**src/rtl/nexys_starship_bm_ctrl.sv**
```systemverilog
`default_nettype none
// ============================================================================
//  Module   : nexys_starship_bm_ctrl
//  Purpose  : Bottom-hatch monster controller for the Nexys Starship game.
//             Watches for a bottom monster, kills it when the player fires
//             while aiming at the bottom hatch, enforces a reload cooldown,
//             and breaks the hull if a monster stays present too long.
//  Options  : NEXYS_STARSHIP_BM_SCORE_EN - when defined, an 8-bit saturating
//             kill counter drives 'score'; otherwise 'score' is tied to zero.
//  Revision : 1.0 - initial release
// ============================================================================
module nexys_starship_bm_ctrl #(
  parameter int TIMEOUT  = 100_000_000,
  parameter int RELOAD   = 25_000_000,
  parameter int KILL_LEN = 2
) (
  input  logic       Clk,
  input  logic       Reset,
  input  logic       play_flag,
  input  logic       btm_monster_sm,
  input  logic       shoot,
  input  logic       aim_btm,
  output logic       btm_monster_ctrl,
  output logic       btm_broken,
  output logic       game_over,
  output logic [7:0] score,
  output logic       q_Idle,
  output logic       q_Watch,
  output logic       q_Kill,
  output logic       q_Reload,
  output logic       q_Over
);

  // Counter widths are sized to hold the parameter value itself so the
  // presence timer can saturate at TIMEOUT without wrapping.
  localparam int PRES_W = $clog2(TIMEOUT + 1);
  localparam int REL_W  = $clog2(RELOAD + 1);
  localparam int KILL_W = $clog2(KILL_LEN + 1);

  localparam logic [PRES_W-1:0] c_PRES_LAST = PRES_W'(TIMEOUT - 1);
  localparam logic [PRES_W-1:0] c_PRES_MAX  = PRES_W'(TIMEOUT);
  localparam logic [REL_W-1:0]  c_REL_LAST  = REL_W'(RELOAD - 1);
  localparam logic [KILL_W-1:0] c_KILL_LAST = KILL_W'(KILL_LEN - 1);

  // One-hot state encoding; each bit maps directly to a q_* flag.
  typedef enum logic [4:0] {
    S_IDLE   = 5'b00001,
    S_WATCH  = 5'b00010,
    S_KILL   = 5'b00100,
    S_RELOAD = 5'b01000,
    S_OVER   = 5'b10000
  } state_t;

  state_t              r_state;
  state_t              w_next;
  logic [PRES_W-1:0]   r_pres;
  logic [PRES_W-1:0]   w_pres_next;
  logic [REL_W-1:0]    r_rel;
  logic [REL_W-1:0]    w_rel_next;
  logic [KILL_W-1:0]   r_kill;
  logic [KILL_W-1:0]   w_kill_next;
  logic                r_ctrl;
  logic                r_broken;
  logic                r_game_over;
  logic                w_counting;
  logic                w_timeout;
  logic                w_kill_shot;
  logic                w_keep_alive;
  logic                w_kill_entry;
  logic                w_game_start;

  // State register and all internal counters.
  always_ff @(posedge Clk or posedge Reset) begin
    if (Reset) begin
      r_state <= S_IDLE;
      r_pres  <= '0;
      r_rel   <= '0;
      r_kill  <= '0;
    end else begin
      r_state <= w_next;
      r_pres  <= w_pres_next;
      r_rel   <= w_rel_next;
      r_kill  <= w_kill_next;
    end
  end

  // Next-state decode plus next values for the presence, kill and reload timers.
  always_comb begin
    w_next      = r_state;
    w_pres_next = '0;
    w_rel_next  = '0;
    w_kill_next = '0;

    // The presence timer only runs while the monster is visible and the
    // player is in a position to react (watching or reloading).
    w_counting  = ((r_state == S_WATCH) || (r_state == S_RELOAD)) && btm_monster_sm;
    w_timeout   = w_counting && (r_pres == c_PRES_LAST);
    w_kill_shot = shoot && aim_btm && btm_monster_sm;

    case (r_state)
      S_IDLE: begin
        if (play_flag) w_next = S_WATCH;
      end
      S_WATCH: begin
        // A kill in the final timeout cycle still saves the hull.
        if (!play_flag)       w_next = S_IDLE;
        else if (w_kill_shot) w_next = S_KILL;
        else if (w_timeout)   w_next = S_OVER;
      end
      S_KILL: begin
        if (!play_flag)                 w_next = S_IDLE;
        else if (r_kill == c_KILL_LAST) w_next = S_RELOAD;
      end
      S_RELOAD: begin
        // Shots are ignored here, but a lingering monster can still time out.
        if (!play_flag)               w_next = S_IDLE;
        else if (w_timeout)           w_next = S_OVER;
        else if (r_rel == c_REL_LAST) w_next = S_WATCH;
      end
      S_OVER: begin
        w_next = S_OVER;
      end
      default: begin
        w_next = S_IDLE;
      end
    endcase

    // Presence timer carries across WATCH<->RELOAD while the monster stays;
    // any drop of the monster, a kill, or a return to IDLE clears it.
    if (w_counting && (w_next != S_IDLE) && (w_next != S_KILL)) begin
      if (r_pres == c_PRES_MAX) w_pres_next = r_pres;
      else                      w_pres_next = r_pres + 1'b1;
    end

    // Dwell counters restart from zero on every entry into their state.
    if ((r_state == S_KILL) && (w_next == S_KILL))
      w_kill_next = r_kill + 1'b1;
    if ((r_state == S_RELOAD) && (w_next == S_RELOAD))
      w_rel_next = r_rel + 1'b1;
  end

  assign w_keep_alive = (w_next == S_WATCH) || (w_next == S_RELOAD);
  assign w_kill_entry = (w_next == S_KILL) && (r_state != S_KILL);
  assign w_game_start = (r_state == S_IDLE) && (w_next == S_WATCH);

  // Registered keep-alive and sticky loss flags, aligned with the state they describe.
  always_ff @(posedge Clk or posedge Reset) begin
    if (Reset) begin
      r_ctrl      <= 1'b0;
      r_broken    <= 1'b0;
      r_game_over <= 1'b0;
    end else begin
      r_ctrl <= w_keep_alive;
      if (w_next == S_OVER) begin
        r_broken    <= 1'b1;
        r_game_over <= 1'b1;
      end
    end
  end

`ifdef NEXYS_STARSHIP_BM_SCORE_EN
  logic [7:0] r_score;

  // Saturating kill counter; a fresh game start clears it.
  always_ff @(posedge Clk or posedge Reset) begin
    if (Reset) begin
      r_score <= 8'd0;
    end else if (w_game_start) begin
      r_score <= 8'd0;
    end else if (w_kill_entry && (r_score != 8'hFF)) begin
      r_score <= r_score + 8'd1;
    end
  end

  assign score = r_score;
`else
  logic w_score_unused;

  assign w_score_unused = w_kill_entry ^ w_game_start;
  assign score          = 8'd0 & {8{w_score_unused}};
`endif

  assign btm_monster_ctrl = r_ctrl;
  assign btm_broken       = r_broken;
  assign game_over        = r_game_over;

  assign q_Idle   = (r_state == S_IDLE);
  assign q_Watch  = (r_state == S_WATCH);
  assign q_Kill   = (r_state == S_KILL);
  assign q_Reload = (r_state == S_RELOAD);
  assign q_Over   = (r_state == S_OVER);

endmodule
`default_nettype wire

```
**config.mk**
```make
export PLATFORM = sky130hd
export DESIGN_NAME = nexys_starship_bm_ctrl
export DESIGN_NICKNAME = d
export VERILOG_FILES = /design/src/rtl/nexys_starship_bm_ctrl.sv
export SDC_FILE = /design/constraint.sdc
export NUM_CORES = 1
export LEC_CHECK = 0
export ABC_CLOCK_PERIOD_IN_PS = 1800
export BUFFER_PORTS_ARGS = -buffer_cell sky130_fd_sc_hd__buf_4
export CAP_MARGIN = 10
export CORE_MARGIN = 4
export CORE_UTILIZATION = 55
export DETAILED_ROUTE_END_ITERATION = 10
export GPL_TIMING_DRIVEN = 1
export PLACE_DENSITY = 0.85
export SLEW_MARGIN = 20
export SYNTH_ARGS = -nofsm -noshare
export SYNTH_HDL_FRONTEND = slang
export SYNTH_SLANG_ARGS = --single-unit
```
**constraint.sdc**
```tcl
create_clock -name Clk -period 1.8 [get_ports Clk]
set_input_delay 0.18 -clock Clk [delete_from_list [all_inputs] [get_ports Clk]]
set_output_delay 0.18 -clock Clk [all_outputs]
set_load 0.02 [all_outputs]
```
==> impl_metrics.json, run 1 <==
{
  "outcome": "complete, but fails checks",
  "violations": "setup timing",
  "nets": 469,
  "synth.distinct_cells": 43,
  "worstReg2RegStart": "r_state[2]$_DFF_PP0_",
  "synthFlopType": "dfrtp_1",
  "portBuffers": 13,
  "slew_violations": 0,
  "avgViaCountPerCell": 7.32,
  "place_congestion": 0.847,
  "synth_edf_count": 0,
  "drc": 0,
  "holdPathEnd": "r_state[1]$_DFF_PP0_",
  "root_buffer": "clkbuf_8",
  "r2r_cells": 7,
  "postRouteAntennaNets": 0,
  "setup.worst_path.end_class": "register",
  "rows": 28,
  "rsz0062_at_grt": "true",
  "async_flop_share_pct": 100,
  "clkSlewWorstSetupHoldPaths_ps": 70,
  "yosysMostFrequentCell": "dfrtp_1",
  "grt_pass1_wl_um": 18200,
  "holdPathStages": 3,
  "cts_htree_levels": 3,
  "die_h_um": 87.6,
  "fillerInstances": 271,
  "p_leak_nw": 2.00,
  "drt_first_pass_iters": 6,
  "powerDensity_nw_per_um2": 575,
  "ys_seq_area_share_pct": 43.9,
  "drv_cap": 0,
  "vias": 3944,
  "overflow": 0,
  "die-area_um2": 7670,
  "crit_required_ps": 2060,
  "numCtsBuffers": 9,
  "syn_area_um2": 3480,
  "wire_per_inst_um": 26.1,
  "syn_area_per_cell_um2": 9.54,
  "synth_warnings": 0,
  "tritoncts": "built",
  "io_pins": 22,
  "clk_latency_ps": 360,
  "synth_top_area_share_pct": 43.1,
  "hold_viol_final": 0,
  "synth_commonest_cells": "60 x dfrtp_1, 29 x nor3_1, 27 x a211oi_1",
  "hp-class": "in2reg",
  "crit_fanout": 8,
  "hold_ws_ps": 139,
  "initialDrtViolationCount": 541,
  "min_period_ps": 2210,
  "max_slew_margin_pct": 53.9,
  "dp_hpwl_um": 5910,
  "layout-drive-gt1-share_pct": 43.8,
  "fin_util_pct": 85.0,
  "synthCells": 365,
  "grt_max_degree": 62,
  "initial_core_util_pct": 57.8,
  "first_global_vias": 3708,
  "r2r_slack_ps": -410,
  "worst_pin_slew_ps": 692,
  "worst_ep_arrival_time_ps": 2470,
  "diodes": 0,
  "ir_drop_mv": 0.550,
  "hold_start": "play_flag",
  "ys_seq_elements": 61,
  "max_freq_mhz": 453,
  "area_delta_synth_final_pct": 47.2,
  "crit_path_start_kind": "register",
  "clkSinkCount": 61,
  "ctsLongestPathBuffers": 2,
  "totalWireLength_um": 14100,
  "seq_area_um2": 1530,
  "die_w_um": 87.6,
  "grt_usage_pct": 31.1,
  "core_area_um2": 6030,
  "finClkSkew_ps": 8.60,
  "setup_viol": 59,
  "fin_ws_ps": -409,
  "rr_endpoint": "r_pres[2]$_DFFE_PP0P_",
  "finalCritPeriodShare_pct": 123,
  "synthTopCellsByArea": "dfrtp_1 43%, a211oi_1 5.8%, xor2_1 4.3%",
  "crit_type": "reg2reg",
  "antenna_found_initial": 0,
  "synth_top_area_cell": "dfrtp_1",
  "multiInputGateArea_um2": 2320
}
cells by family (layout without fill, tap and decap cells):
family,count (synthesis),after routing,synth area share [%]
simple gates,167,167,28.8
compound gates,69,69,14.1
flops,61,61,43.9
buf+inv,40,132,5.97
xor+xnor,23,23,5.79
fa+ha+maj,4,4,1.44
other cells,1,8,0.108
routing by layer:
metal / up-vias / track usage [%] / wire length, um
met5: - / 0 / 0
met1: 1884 / 35.3 / 4690
li1: 1565 / - / -
met2: 362 / 54.5 / 6730
met4: 0 / 18.0 / 1310
met3: 133 / 5.74 / 1340
flip-flops by register name (all words and copies together) (netlist names):
| signal | flops |
|---|---|
| r_state | 5 |
| r_pres | 27 |
| r_kill | 2 |
| btm_monster_ctrl | 1 |
| r_rel | 25 |
| game_over | 1 |
final cells by class:
type,count,share of cell area (%)
Clock buffer,11,2.76
Timing Repair Buffer,105,18.5
Multi-Input combinational cell,271,45.3
Inverter,11,0.806
Tap cell,75,1.83
Clock inverter,5,0.977
Sequential cell,61,29.8
through the flow:
| stage | setup WS (ps) | power, mW | TNS (ps) | instances | area (um2) |
|---|---|---|---|---|---|
| finish | -409 | 2.95 | -16460 | 539 | 5120 |
| global route | -465 | 3.02 | -19910 | 539 | 5120 |
| CTS | -124 | 2.85 | -5210 | 535 | 4740 |
| detailed placement | -163 | 1.59 | -4210 | 504 | 4190 |
| global placement | -91.7 | 1.59 | -2300 | 504 | 4190 |
| floorplan | -87.1 | 1.53 | -2070 | 372 | 3570 |
how the worst max path moves through the flow:
| stage | startpoint | endpoint | slack (ps) | depth (start not counted) |
|---|---|---|---|---|
| after CTS | r_state[4]$_DFF_PP0_ | r_pres[2]$_DFFE_PP0P_ | -120 | 7 |
| after global routing | r_state[2]$_DFF_PP0_ | r_pres[23]$_DFFE_PP0P_ | -470 | 7 |
| after global placement | r_rel[9]$_DFF_PP0_ | r_rel[7]$_DFF_PP0_ | -90 | 5 |
| final | r_state[2]$_DFF_PP0_ | r_pres[2]$_DFFE_PP0P_ | -410 | 7 |
| after floorplan | r_state[2]$_DFF_PP0_ | btm_monster_ctrl$_DFF_PP0_ | -90 | 6 |
| after detailed placement | r_state[4]$_DFF_PP0_ | r_pres[2]$_DFFE_PP0P_ | -160 | 7 |
worst max-delay path, stage by stage, from the launching register on:
cell      delay (ps)
dfrtp_1          400
buf_6            130
buf_8            140
xnor2_4          160
nor4b_4          620
o31ai_4          250
buf_12           210
a211oi_2         190
report_power, final:
group | switching, mW | internal [mW] | total, mW
logic | 0.153 | 0.113 | 0.266
clock network | 0.615 | 0.669 | 1.28
registers | 0.0142 | 1.38 | 1.40
what timing repair did:
action,CTS,global route
hold buffers,1,0
endpoints found under the hold margin,60,0
gates resized for setup,50,70
setup buffers,11,5
cloned,4,1
pin swaps,10,15
setup endpoints to repair,60,61
cells in the final DEF (no fill, tap or decap), types with 4 or more instances in the layout:
cell      instances
a211oi_2         24
and2_1            4
and3_1            7
and4_1            7
buf_12            6
buf_4            83
buf_6             8
clkbuf_8         10
clkinv_2          4
conb_1            8
dfrtp_1          60
inv_1            10
nand2_1          15
nand2b_1          4
nand3_1          20
nand4_1          16
nor2_1            7
nor3_1            4
nor3_2            8
nor3_4           17
o21ai_0          13
o31ai_1          14
or3_1            11
or4_1            14
xnor2_1           5
xor2_1           17
(Power assumes the default switching activity.)
==> inputs of run 2 (changes only) <==
--- a/config.mk
+++ b/config.mk
@@ -11,7 +11,7 @@
 export CORE_MARGIN = 4
 export CORE_UTILIZATION = 55
 export DETAILED_ROUTE_END_ITERATION = 10
-export GPL_TIMING_DRIVEN = 1
+export GPL_TIMING_DRIVEN = 0
 export PLACE_DENSITY = 0.85
 export SLEW_MARGIN = 20
 export SYNTH_ARGS = -nofsm -noshare
==> impl_metrics.json, run 2 (synthesis gave the netlist of run 1 again) <==
{
  "max_freq_mhz": 489,
  "dp_hpwl_um": 5360,
  "setup_tns_ps": -9170,
  "ctsLongestPathBuffers": 2,
  "crit_path_start_kind": "register",
  "die-area_um2": 7670,
  "crit_fanout": 3,
  "layout-drive-gt1-share_pct": 46.6,
  "wire_per_inst_um": 24.1,
  "tritoncts": "built",
  "io_pins": 22,
  "slew_violations": 0,
  "fin_ws_ps": -243,
  "min_period_ps": 2040,
  "root_buffer": "clkbuf_8",
  "largestRegisters": "r_pres: 27 flops, r_rel: 25 flops, r_state: 5 flops",
  "first_global_vias": 3304,
  "antenna_found_initial": 0,
  "drv_cap": 0,
  "crit_type": "reg2reg",
  "core_area_um2": 6030,
  "regMostFlops": "r_pres",
  "worst_pin_slew_ps": 579,
  "dpl_cell_area_um2": 3790,
  "p_total_mw": 2.97,
  "clkSinkCount": 61,
  "finalInstanceArea_um2": 5120,
  "numCtsBuffers": 9,
  "initial_core_util_pct": 57.8,
  "largest_reg_flops": 27,
  "clkSlewWorstSetupHoldPaths_ps": 70,
  "max_slew_margin_pct": 61.4,
  "violations": "setup timing",
  "finalCritPeriodShare_pct": 114,
  "clk_latency_ps": 350,
  "area_delta_synth_final_pct": 47.0,
  "place_congestion": 0.825,
  "totalWireLength_um": 12900,
  "post-place-cells": 461,
  "hold_viol_final": 0,
  "cts_htree_levels": 3,
  "grt_max_degree": 50,
  "dp_slack_ps": -652,
  "initialDrtViolationCount": 442,
  "rows": 28,
  "rsz0062_at_grt": "true",
  "grt_pass1_wl_um": 16200,
  "crit_required_ps": 2040,
  "outcome": "complete, but fails checks",
  "overflow": 0,
  "p_leak_nw": 1.96,
  "powerDensity_nw_per_um2": 581,
  "nets": 466,
  "avgViaCountPerCell": 7.14,
  "setup.worst_path.end_class": "register",
  "final_cells": 536,
  "mostFrequentLayoutCells": "73 x buf_4, 51 x dfrtp_1, 27 x a211oi_2, 21 x nand3_1, 17 x xor2_1",
  "diodes": 0,
  "worst_ep_arrival_time_ps": 2290,
  "drc": 0,
  "die_h_um": 87.6,
  "finClkSkew_ps": 9.29,
  "ir_drop_mv": 0.753,
  "hp-class": "in2reg",
  "drt_first_pass_iters": 7,
  "fillerInstances": 287,
  "die_w_um": 87.6,
  "postRouteAntennaNets": 0,
  "setup_viol": 58,
  "vias": 3825,
  "grt_usage_pct": 26.8,
  "portBuffers": 13,
  "final_common_cell": "buf_4"
}
==> run 2: cell types whose count changed in the layout (fill, tap and decap cells not counted), sizes merged <==
| cell | change |
|---|---|
| buf | -8 |
| clkbuf | +7 |
| clkinvlp | +1 |
| clkinv | -3 |
==> run 2: cell type report <==
| cell class | instances | area (um2) | share of cell area (%) |
|---|---|---|---|
| multi-input combinational | 271 | 2350 | 45.9 |
| sequential | 61 | 1540 | 30.1 |
| timing repair buffer | 75 | 644 | 12.6 |
| buffer | 27 | 236 | 4.62 |
| clock buffer | 13 | 169 | 3.30 |
| tap | 75 | 93.8 | 1.83 |
| inverter | 11 | 43.8 | 0.856 |
| clock inverter | 3 | 42.5 | 0.831 |
==> run 2: routing by layer <==
| layer | up-vias | GRT usage [%] | part of all wire (%) |
|---|---|---|---|
| li1 | 1552 | - | - |
| met1 | 1853 | 35.3 | 36 |
| met2 | 328 | 42.7 | 48 |
| met3 | 92 | 3.76 | 9.0 |
| met4 | 0 | 14.8 | 6.6 |
| met5 | - | 0 | 0 |
==> run 2: timing repair <==
item	in CTS	in global routing
endpoints found under the hold margin	12	0
endpoints found under the setup margin	59	59
cloned	2	5
hold buffers	1	0
pin swaps	11	29
gates resized for setup	61	104
setup buffers	27	26
==> run 2: worst max-delay path, cell delays in order (launching register included) <==
cell and delay (ps):
dfrtp_2 470, buf_6 150, inv_2 60, ha_2 170, nor4bb_4 240, nand4_1 200
or3_4 420, a211oi_2 230
==> run 2: power breakdown <==
| group | switching (mW) | internal, mW | total (mW) |
|---|---|---|---|
| Clock | 0.592 | 0.752 | 1.34 |
| Sequential | 0.0167 | 1.38 | 1.40 |
| Combinational | 0.138 | 0.0929 | 0.231 |
| Total | 0.747 | 2.23 | 2.97 |
==> run 2: per-stage QoR <==
| stage | hold slack [ps] | util (%) |
|---|---|---|
| final | 165 | 84.9 |
| after global routing | 174 | 84.9 |
| after CTS | 113 | 74.1 |
| after detailed placement | 118 | 62.9 |
| after global placement | 421 | 62.4 |
| after floorplan | 295 | - |
==> run 2: path summary, 6_finish.rpt <==
check / startpoint / end / slack (ps) / cells after the start
setup / recovery: r_pres[1]$_DFFE_PP0P_ / r_pres[1]$_DFFE_PP0P_ / -240 / 7
hold / removal: play_flag / r_kill[0]$_DFF_PP0_ / 160 / 3
setup reg to reg: r_pres[1]$_DFFE_PP0P_ / r_pres[1]$_DFFE_PP0P_ / -240 / 7
hold reg to reg: r_kill[0]$_DFF_PP0_ / r_kill[0]$_DFF_PP0_ / 440 / 1
max in group asynchronous: Reset / r_state[0]$_DFF_PP1_ / 940 / 4
min in group asynchronous: Reset / r_pres[20]$_DFFE_PP0P_ / 300 / 3
